--- config.mk ---
export PLATFORM = sky130hd
export DESIGN_NAME = spi_slave_phy
export DESIGN_NICKNAME = d
export VERILOG_FILES = /design/src/rtl/spi_pkg.sv /design/src/rtl/sync_edge.sv /design/src/rtl/spi_slave_phy.sv
export SDC_FILE = /design/constraint.sdc
export NUM_CORES = 1
export LEC_CHECK = 0
export ABC_AREA = 1
export CAP_MARGIN = 25
export CORE_AREA = 4 4 92 94
export CTS_CLUSTER_DIAMETER = 150
export CTS_CLUSTER_SIZE = 20
export DETAILED_ROUTE_END_ITERATION = 10
export DIE_AREA = 0 0 96 98
export PLACE_DENSITY = 0.72
export SLEW_MARGIN = 25
export SYNTH_ARGS = -nofsm -noshare
export SYNTH_HDL_FRONTEND = slang
export SYNTH_SLANG_ARGS = --single-unit
--- constraint.sdc ---
create_clock -name clk -period 3.6 [get_ports clk]
set_input_delay 0.9 -clock clk [delete_from_list [all_inputs] [get_ports clk]]
set_output_delay 0.9 -clock clk [all_outputs]
set_load 0.005 [all_outputs]
--- src/rtl/spi_pkg.sv ---
// Shared definitions for the SPI slave framing stage: default frame widths,
// command-space bases and the framing FSM encoding.
package spi_pkg;

  localparam int DEFAULT_WIDTH_CMD   = 8;
  localparam int DEFAULT_WIDTH_DATA  = 16;
  localparam int DEFAULT_SYNC_STAGES = 2;

  // Command MSB set selects a read; the register block decodes the rest.
  localparam logic [DEFAULT_WIDTH_CMD-1:0] READ_BASE  = {1'b1, {(DEFAULT_WIDTH_CMD-1){1'b0}}};
  localparam logic [DEFAULT_WIDTH_CMD-1:0] WRITE_BASE = '0;

  typedef enum logic [1:0] {
    IDLE      = 2'd0,
    CMD       = 2'd1,
    DATA      = 2'd2,
    WAIT_IDLE = 2'd3
  } state_t;

  // Bit counter must reach max(width)+1 so an over-long frame is distinguishable.
  function automatic int cnt_width(input int w_cmd, input int w_data);
    return $clog2(((w_cmd > w_data) ? w_cmd : w_data) + 2);
  endfunction

endpackage

--- src/rtl/sync_edge.sv ---
// Pin synchroniser with one history flop; reports the synchronised level and
// single-cycle rise/fall strobes derived from the last two stages.
module sync_edge #(
  parameter int SYNC_STAGES = 2
) (
  input  logic clk,
  input  logic rst,
  input  logic din,
  output logic level,
  output logic rise,
  output logic fall
);

  logic [SYNC_STAGES-1:0] sync_q;
  logic                   hist_q;

  // Resetting to 0 makes a select held low through reset look "already low"
  // rather than a fresh falling edge, so no frame starts from a partial one.
  always_ff @(posedge clk or posedge rst) begin
    if (rst) begin
      sync_q <= '0;
      hist_q <= 1'b0;
    end else begin
      // NOTE: non-blocking so every stage samples the previous stage's old value.
      sync_q <= {sync_q[SYNC_STAGES-2:0], din};
      hist_q <= sync_q[SYNC_STAGES-1];
    end
  end

  assign level = sync_q[SYNC_STAGES-1];
  assign rise  = level & ~hist_q;
  assign fall  = ~level & hist_q;

endmodule

--- src/rtl/spi_slave_phy.sv ---
// SPI mode-0 slave framing stage: oversamples the pins in the clk domain,
// deserialises command/data frames and serialises the read word on spi_sdo.
module spi_slave_phy
  import spi_pkg::*;
#(
  parameter int WIDTH_CMD   = DEFAULT_WIDTH_CMD,
  parameter int WIDTH_DATA  = DEFAULT_WIDTH_DATA,
  parameter int SYNC_STAGES = DEFAULT_SYNC_STAGES
) (
  input  logic                  clk,
  input  logic                  rst,
  input  logic                  spi_scl,
  input  logic                  spi_sdi,
  output logic                  spi_sdo,
  input  logic                  spi_cs_cmd,
  input  logic                  spi_cs_data,
  input  logic [WIDTH_DATA-1:0] Din,
  output logic [WIDTH_CMD-1:0]  Dcmd,
  output logic [WIDTH_DATA-1:0] Dout,
  output logic                  done_cmd,
  output logic                  done_data,
  output logic                  frame_err
);

  localparam int CNT_W = cnt_width(WIDTH_CMD, WIDTH_DATA);
  localparam logic [CNT_W-1:0] CMD_FULL  = CNT_W'(WIDTH_CMD);
  localparam logic [CNT_W-1:0] CMD_SAT   = CNT_W'(WIDTH_CMD + 1);
  localparam logic [CNT_W-1:0] DATA_FULL = CNT_W'(WIDTH_DATA);
  localparam logic [CNT_W-1:0] DATA_SAT  = CNT_W'(WIDTH_DATA + 1);

  logic scl_level, scl_rise, scl_fall;
  logic sdi_level, sdi_rise, sdi_fall;
  logic cmd_level, cmd_rise, cmd_fall;
  logic data_level, data_rise, data_fall;

  sync_edge #(.SYNC_STAGES(SYNC_STAGES)) u_sync_scl (
    .clk(clk), .rst(rst), .din(spi_scl),
    .level(scl_level), .rise(scl_rise), .fall(scl_fall)
  );

  sync_edge #(.SYNC_STAGES(SYNC_STAGES)) u_sync_sdi (
    .clk(clk), .rst(rst), .din(spi_sdi),
    .level(sdi_level), .rise(sdi_rise), .fall(sdi_fall)
  );

  sync_edge #(.SYNC_STAGES(SYNC_STAGES)) u_sync_cs_cmd (
    .clk(clk), .rst(rst), .din(spi_cs_cmd),
    .level(cmd_level), .rise(cmd_rise), .fall(cmd_fall)
  );

  sync_edge #(.SYNC_STAGES(SYNC_STAGES)) u_sync_cs_data (
    .clk(clk), .rst(rst), .din(spi_cs_data),
    .level(data_level), .rise(data_rise), .fall(data_fall)
  );

  logic unused_edges;
  assign unused_edges = ^{scl_level, sdi_rise, sdi_fall};

  state_t state, next_state;
  logic   start_cmd, start_data;
  logic   done_cmd_d, done_data_d, frame_err_d;

  logic [CNT_W-1:0]      bit_cnt;
  logic [WIDTH_CMD-1:0]  cmd_sr;
  logic [WIDTH_DATA-1:0] rx_sr;
  logic [WIDTH_DATA-1:0] tx_sr;

  always_ff @(posedge clk or posedge rst) begin
    if (rst) state <= IDLE;
    else     state <= next_state;
  end

  always_comb begin
    // NOTE: every output of this block gets a default first, so no path can infer a latch.
    next_state  = state;
    start_cmd   = 1'b0;
    start_data  = 1'b0;
    done_cmd_d  = 1'b0;
    done_data_d = 1'b0;
    frame_err_d = 1'b0;
    case (state)
      IDLE: begin
        if (cmd_fall && data_level) begin
          next_state = CMD;
          start_cmd  = 1'b1;
        end else if (data_fall && cmd_level) begin
          next_state = DATA;
          start_data = 1'b1;
        end else if (!cmd_level || !data_level) begin
          // A select that is low without a fresh fall is left over from reset: drain silently.
          next_state  = WAIT_IDLE;
          frame_err_d = cmd_fall | data_fall;
        end
      end
      CMD: begin
        if (data_fall) begin
          next_state  = WAIT_IDLE;
          frame_err_d = 1'b1;
        end else if (cmd_rise) begin
          next_state  = IDLE;
          done_cmd_d  = (bit_cnt == CMD_FULL);
          frame_err_d = (bit_cnt != CMD_FULL);
        end
      end
      DATA: begin
        if (cmd_fall) begin
          next_state  = WAIT_IDLE;
          frame_err_d = 1'b1;
        end else if (data_rise) begin
          next_state  = IDLE;
          done_data_d = (bit_cnt == DATA_FULL);
          frame_err_d = (bit_cnt != DATA_FULL);
        end
      end
      WAIT_IDLE: begin
        if (cmd_level && data_level) next_state = IDLE;
      end
      default: next_state = IDLE;
    endcase
  end

  always_ff @(posedge clk or posedge rst) begin
    if (rst) begin
      bit_cnt   <= '0;
      cmd_sr    <= '0;
      rx_sr     <= '0;
      tx_sr     <= '0;
      Dcmd      <= '0;
      Dout      <= '0;
      done_cmd  <= 1'b0;
      done_data <= 1'b0;
      frame_err <= 1'b0;
    end else begin
      done_cmd  <= done_cmd_d;
      done_data <= done_data_d;
      frame_err <= frame_err_d;

      // Saturating one past full length keeps an over-long frame from wrapping to "valid".
      if (start_cmd || start_data) begin
        bit_cnt <= '0;
      end else if (scl_rise && state == CMD && bit_cnt != CMD_SAT) begin
        bit_cnt <= bit_cnt + CNT_W'(1);
      end else if (scl_rise && state == DATA && bit_cnt != DATA_SAT) begin
        bit_cnt <= bit_cnt + CNT_W'(1);
      end

      if (scl_rise && state == CMD)  cmd_sr <= {cmd_sr[WIDTH_CMD-2:0], sdi_level};
      if (scl_rise && state == DATA) rx_sr  <= {rx_sr[WIDTH_DATA-2:0], sdi_level};

      if (start_data) begin
        tx_sr <= Din;
      end else if (scl_fall && state == DATA) begin
        tx_sr <= {tx_sr[WIDTH_DATA-2:0], 1'b0};
      end

      if (done_cmd_d)  Dcmd <= cmd_sr;
      if (done_data_d) Dout <= rx_sr;
    end
  end

  assign spi_sdo = (state == DATA) & tx_sr[WIDTH_DATA-1];

  done_exclusive: assert property (@(posedge clk) disable iff (rst)
    $onehot0({done_cmd, done_data, frame_err}));

endmodule

==> run metrics, run 1 <==
# resized after CTS 0; hold path startpoint u_sync_cs_cmd.sync_q[0]$_DFF_PP0_; Simple-Gate Fraction of Synth Area 0.228; r2r startpoint bit_cnt[0]$_DFFE_PP0P_; Slowest-stage cell, CP clkdlybuf4s50_1; worst-margin pin slew 0.741 ns; clock skew 0.0136 ns; GRT Overall Usage 0.166; DR pass1 iterations 4; TNS Setup 0 ns; DR WL/cell 12.3 um; Synth Area in Compound Gates 0.113; DP HPWL 4.81 mm; Net count, final 480; Max IR drop VDD 0.000299 V; Worst slew margin 0.504; Rows 32; CP Max Fanout 5; hold_buf cts 0; DR DRC count 0; Power Total 2.65 mW; FMAX 386 MHz; smallest setup slack after layout 1.01 ns; Worst setup EP type output pin; worst path required time 2.70 ns; WS Path Type reg -> out; Sink Count 85; Post-Place Setup Slack 1.39 ns; antenna violations before repair 0; clk slew on worst S/H paths 0.08 ns; via/cell ratio 4.86; post-layout util 0.591; Synth Area in XOR/XNOR 0.00235; die height 98 um; Critical Path Source state[0]$_DFFE_PP0P_; H-tree levels 3; post-layout min period 2.59 ns; I/O pins 50; layout cells sized above 1 0.146; mux contribution to synthesized area 0; area grow syn2layout 21.1%; Gate Count Post-Synth 404; number of max-capacitance violations reported 0; minimum hold slack 0.354 ns; first-pass GRT wire length 12.4 mm; placed cell count 546; largest family of logic cells by synthesized area simple AND/OR/NAND/NOR gates; I/O Buffers 49; antenna diode count 0; cell area after synthesis 3730 um^2; pin count of the biggest net entering global routing 86; Synth warnings 0; Hold/Removal Path Class reg -> reg; fin cells 561; TritonCTS buffer count 9; cell family with most CP delay buffers and inverters; syn avg cell area 9.23 um^2; hold path depth 0; Skew-Pair Late Insertion Delay 0.36 ns; crit-path cells inv_1 > nand2_2 > nor2_1 > clkdlybuf4s50_1; gr ovfl total 0; Worst EP arrival 1.69 ns; Synth Register Bits 85; total die area 9410 um^2; gpl congestion 0.836; Die X 96 um; Placed Instance Area 4300 um^2; clk root buf clkbuf_8; RR Endpoint Dout[14]$_DFFE_PP0P_; largest stage delay on the critical path 0.52 ns; number of fill cells in the layout 668; crit share post-route 0.721; Reg2Reg Depth 8; Bufs and invs on worst path 2; DRT Wirelength 6.88 mm; fin area 4520 um^2; Final Hold Vio Count 0; postcts setup bufs 0; hold endpoint u_sync_cs_cmd.sync_q[1]$_DFF_PP0_; FF-to-FF setup slack 1.74 ns; Final Slew Violations 0; Synth cell types 22; register area share after synthesis 0.570; Core Region 7650 um^2; Leak 2.19 nW; Initial DRC Count 148; RSZ-0062 raised after global routing no; run status completed; syn_nets 429; CTS tree built; Post-Synth Adder-Cell Area 0.0101; pwr/cell area 586 nW/um^2; post-route ant nets 0; clock buffer depth 2; Initial Util 0.488; vias in the first global route 2790; crit path launch type register; vias 2729; Setup-failing EPs final 0
registers in the layout (all words and copies together), names as in the netlist, 2 cells and up:
| register | cells |
|---|---|
| Dcmd | 8 |
| Dout | 16 |
| bit_cnt | 5 |
| cmd_sr | 8 |
| rx_sr | 16 |
| state | 2 |
| tx_sr | 16 |
| u_sync_cs_cmd.sync_q | 2 |
| u_sync_cs_data.sync_q | 2 |
| u_sync_scl.sync_q | 2 |
| u_sync_sdi.sync_q | 2 |
cells by family after synthesis:
group,count (synthesis)
flip-flops,85
AND/OR/NAND/NOR,184
AO/OA/AOI/OAI,65
XOR/XNOR,1
adder cells (fa/ha/maj),3
buffers and inverters,66
worst register-to-register path, stage by stage, from the launching register on:
cell	delay [ns]
dfrtp_1	0.45
inv_1	0.09
ha_1	0.22
nand3_1	0.10
nor2_1	0.06
nand2_2	0.55
inv_1	0.15
nand2_1	0.10
nand2_1	0.05
placed cells by master, fill, tap and decap left out:
master	n
nand2_2	4
inv_2	6
clkdlybuf4s50_1	49
clkbuf_8	10
a21oi_1	13
nor2_2	3
o21ai_0	26
buf_12	1
nand3_1	24
a21oi_2	1
xor2_1	1
inv_1	49
clkinv_2	1
dfrtp_1	85
nand2_4	4
clkinvlp_4	2
nand4_1	8
nor2_4	6
nand2_1	111
o21ai_2	25
ha_1	3
nor2_8	1
inv_6	1
bufinv_16	2
nor2_1	23
per-layer routing:
metal / GRT usage / vias up / wire (um) / share of wire
li1: - / 1364 / - / -
met4: 0.0744 / 0 / 134 / 0.019
met3: 0.0308 / 12 / 272 / 0.040
met1: 0.210 / 1304 / 3050 / 0.44
met5: 0 / - / 0 / 0
met2: 0.273 / 49 / 3420 / 0.50
Yosys cell counts (all sizes together):
master    n  area, um^2
a21oi    14        73.8
buf       9        68.8
clkbuf    1        5.00
dfrtp    85        2130
ha        3        37.5
inv      56         210
nand2   119         487
nand3    24         120
nand4     8        50.1
nor2     33         193
o21ai    51         349
xor2      1        8.76
layout make-up:
cell class | instances | area [um^2] | area share
Clock buffer | 10 | 138 | 0.0305
Clock inverter | 5 | 83.8 | 0.0186
Inverter | 56 | 211 | 0.0468
Multi-Input combinational cell | 253 | 1320 | 0.292
Sequential cell | 85 | 2130 | 0.471
Tap cell | 102 | 128 | 0.0283
Timing Repair Buffer | 50 | 510 | 0.113
power breakdown:
part	switching, mW	internal [mW]	leakage [nW]
clock	0.342	0.408	0.105
combinational	0.392	0.232	0.963
sequential	0.130	1.14	1.12
how the worst max path moves through the flow:
stage	to	slack (ns)	cells past startpoint
floorplan	Dcmd[0]$_DFFE_PP0P_	0.51	1
detailed placement	spi_sdo	1.39	4
CTS	spi_sdo	0.99	4
global route	spi_sdo	0.87	4
finish	spi_sdo	1.01	4
global placement	spi_sdo	1.40	4
(Power assumes the default switching activity.)
==> run 2, diff against run 1 <==
==> constraint.sdc (replaced) <==
create_clock -name clk -period 2.4 [get_ports clk]
set_input_delay 0.6 -clock clk [delete_from_list [all_inputs] [get_ports clk]]
set_output_delay 0.6 -clock clk [all_outputs]
set_load 0.005 [all_outputs]
==> run 2 against run 1 <==
Wire length shrank 2.0%. Non-clock buffer count grew 3. Via count shrank 0.18%. Worst setup slack lost 0.89 ns. Clock-buffer cell count is the same. Core utilization grew 0.15 points. Final area grew 0.25%. Combinational power grew 52%. Largest cell class unchanged.
==> run metrics, run 2 (synthesis results as in run 1) <==
RSZ-0062 raised after global routing no; die height 98 um (unchanged); number of max-capacitance violations reported 0 (unchanged); Initial Util 0.488 (unchanged); DRT Wirelength 6.74 mm (-2.0%); I/O pins 50 (unchanged); antenna violations before repair 0 (unchanged); clock skew 0.0114 ns (-0.00223 ns); switching share of power 0.344 (+0.0175); post-layout util 0.592 (+0.00147); Comb power frac 0.251 (+0.015); Max IR drop VDD 0.000538 V (+80%); Post-Place Setup Slack 0.514 ns (-0.881 ns); Setup-failing EPs final 0 (unchanged); area of the multi-input gates 1320 um^2 (unchanged); layout cells sized above 1 0.153 (+0.00738); antenna diode count 0 (unchanged); Hold/Removal Path Class reg -> reg; FMAX 437 MHz; pwr/cell area 835 nW/um^2 (+42%); total die area 9410 um^2 (unchanged); crit path launch type register; post-layout min period 2.29 ns; DP HPWL 4.89 mm (+1.8%); pin count of the biggest net entering global routing 33 (-62%); GRT Overall Usage 0.161 (-0.00544); Skew-Pair Late Insertion Delay 0.36 ns (about the same); Net count, final 483 (+0.63%); Final Slew Violations 0 (unchanged); Seq pwr share 0.502 (+0.021); DR pass1 iterations 4 (unchanged); TritonCTS buffer count 9 (unchanged); Worst slew margin 0.512 (+0.00729); TNS Setup 0 ns (unchanged); clk root buf clkbuf_8; commonest non-fill, non-tap cell in the layout nand2_1; DR WL/cell 11.9 um (-2.7%); Leak 2.19 nW (about the same); Worst setup EP type output pin; clock buffer depth 2 (unchanged); Net Sw Power 1.30 mW (+50%); DR DRC count 0 (unchanged); area grow syn2layout 21.4%; most frequent cells in the layout 111 x nand2_1, 85 x dfrtp_1, 49 x inv_1, 49 x clkdlybuf4s50_1, 26 x o21ai_0; Rows 32 (unchanged); FF+latch area 2130 um^2 (unchanged); fin cells 565 (+0.71%); number of fill cells in the layout 670 (+0.30%); minimum hold slack 0.357 ns (+0.00344 ns); hold_buf cts 0 (unchanged); H-tree levels 3 (unchanged); Die X 96 um (unchanged); WS Path Type reg -> out; # resized after CTS 0 (unchanged); CTS tree built; run status completed; Sink Count 85 (unchanged); CP Max Fanout 5 (unchanged); I/O Buffers 49 (unchanged); via/cell ratio 4.82 (-0.89%); Clock power frac 0.247 (-0.036); worst path required time 1.80 ns (-0.90 ns); Core Region 7650 um^2 (unchanged); first-pass GRT wire length 11.9 mm (-4.0%); gr ovfl total 0 (unchanged); post-route ant nets 0 (unchanged); clk slew on worst S/H paths 0.08 ns (about the same); worst-margin pin slew 0.730 ns (-0.0109 ns); vias in the first global route 2699 (-3.3%); crit share post-route 0.952; Final Hold Vio Count 0 (unchanged); cell-internal power 2.48 mW (+39%); Worst EP arrival 1.69 ns (about the same); placed cell count 549 (+0.55%); smallest setup slack after layout 0.114 ns (-0.892 ns); largest registers Dout x16, rx_sr x16, tx_sr x16; FF-to-FF setup slack 0.57 ns (-1.17 ns); gpl congestion 0.824 (-1.4%); postcts setup bufs 0 (unchanged); Initial DRC Count 146 (-1.4%); vias 2724 (-0.18%)
[run 2: changes by cell type in the layout (fill, tap and decap cells not counted), sizes merged]
cell	before	now
buf	1	4
bufinv	2	0
clkinvlp	2	4
inv	56	57
[run 2: power groups by stage]
stage                     Clock, mW  Combinational, mW  Sequential (mW)
after floorplan                   0              0.756             1.88
after global placement            0              0.923             1.91
after detailed placement          0              0.955             1.93
after CTS                     0.959              0.963             1.90
after global routing           1.01               1.10             1.94
final                         0.934              0.949             1.90
[run 2: stage by stage]
stage	total power, mW	area, um^2
3_3_place_gp	2.84	4350
6_report	3.78	4530
2_1_floorplan	2.63	3730
3_5_place_dp	2.88	4350
5_1_grt	4.05	4530
4_1_cts	3.82	4530
[run 2: layout make-up]
| cell class | count | area share |
|---|---|---|
| Clock buffer | 10 | 0.0304 |
| Clock inverter | 6 | 0.00995 |
| Timing Repair Buffer | 53 | 0.123 |
| Tap cell | 102 | 0.0282 |
| Inverter | 56 | 0.0473 |
| Sequential cell | 85 | 0.470 |
| Multi-Input combinational cell | 253 | 0.291 |
[run 2: critical path: stages (launching register included)]
cell             delay, ns
dfrtp_1               0.46
inv_1                 0.11
nand2_2               0.11
nor2_1                0.13
clkdlybuf4s50_1       0.51
[run 2: layer usage]
layer / global-route usage / vias to the layer above / share of wire
met5: 0 / - / 0
met4: 0.0755 / 0 / 0.018
met3: 0.0308 / 10 / 0.040
met2: 0.262 / 45 / 0.48
met1: 0.203 / 1296 / 0.46
li1: - / 1373 / -
[run 2: final timing paths]
path                                                start                              to  cells past startpoint
setup reg to reg                   bit_cnt[0]$_DFFE_PP0P_            Dout[14]$_DFFE_PP0P_                      8
min in group asynchronous                             rst            rx_sr[0]$_DFFE_PP0P_                      2
hold / removal             u_sync_sdi.sync_q[0]$_DFF_PP0_  u_sync_sdi.sync_q[1]$_DFF_PP0_                      0
max in group asynchronous                             rst  u_sync_sdi.sync_q[1]$_DFF_PP0_                      3
setup / recovery                     state[0]$_DFFE_PP0P_                         spi_sdo                      4
hold reg to reg            u_sync_sdi.sync_q[0]$_DFF_PP0_  u_sync_sdi.sync_q[1]$_DFF_PP0_                      0
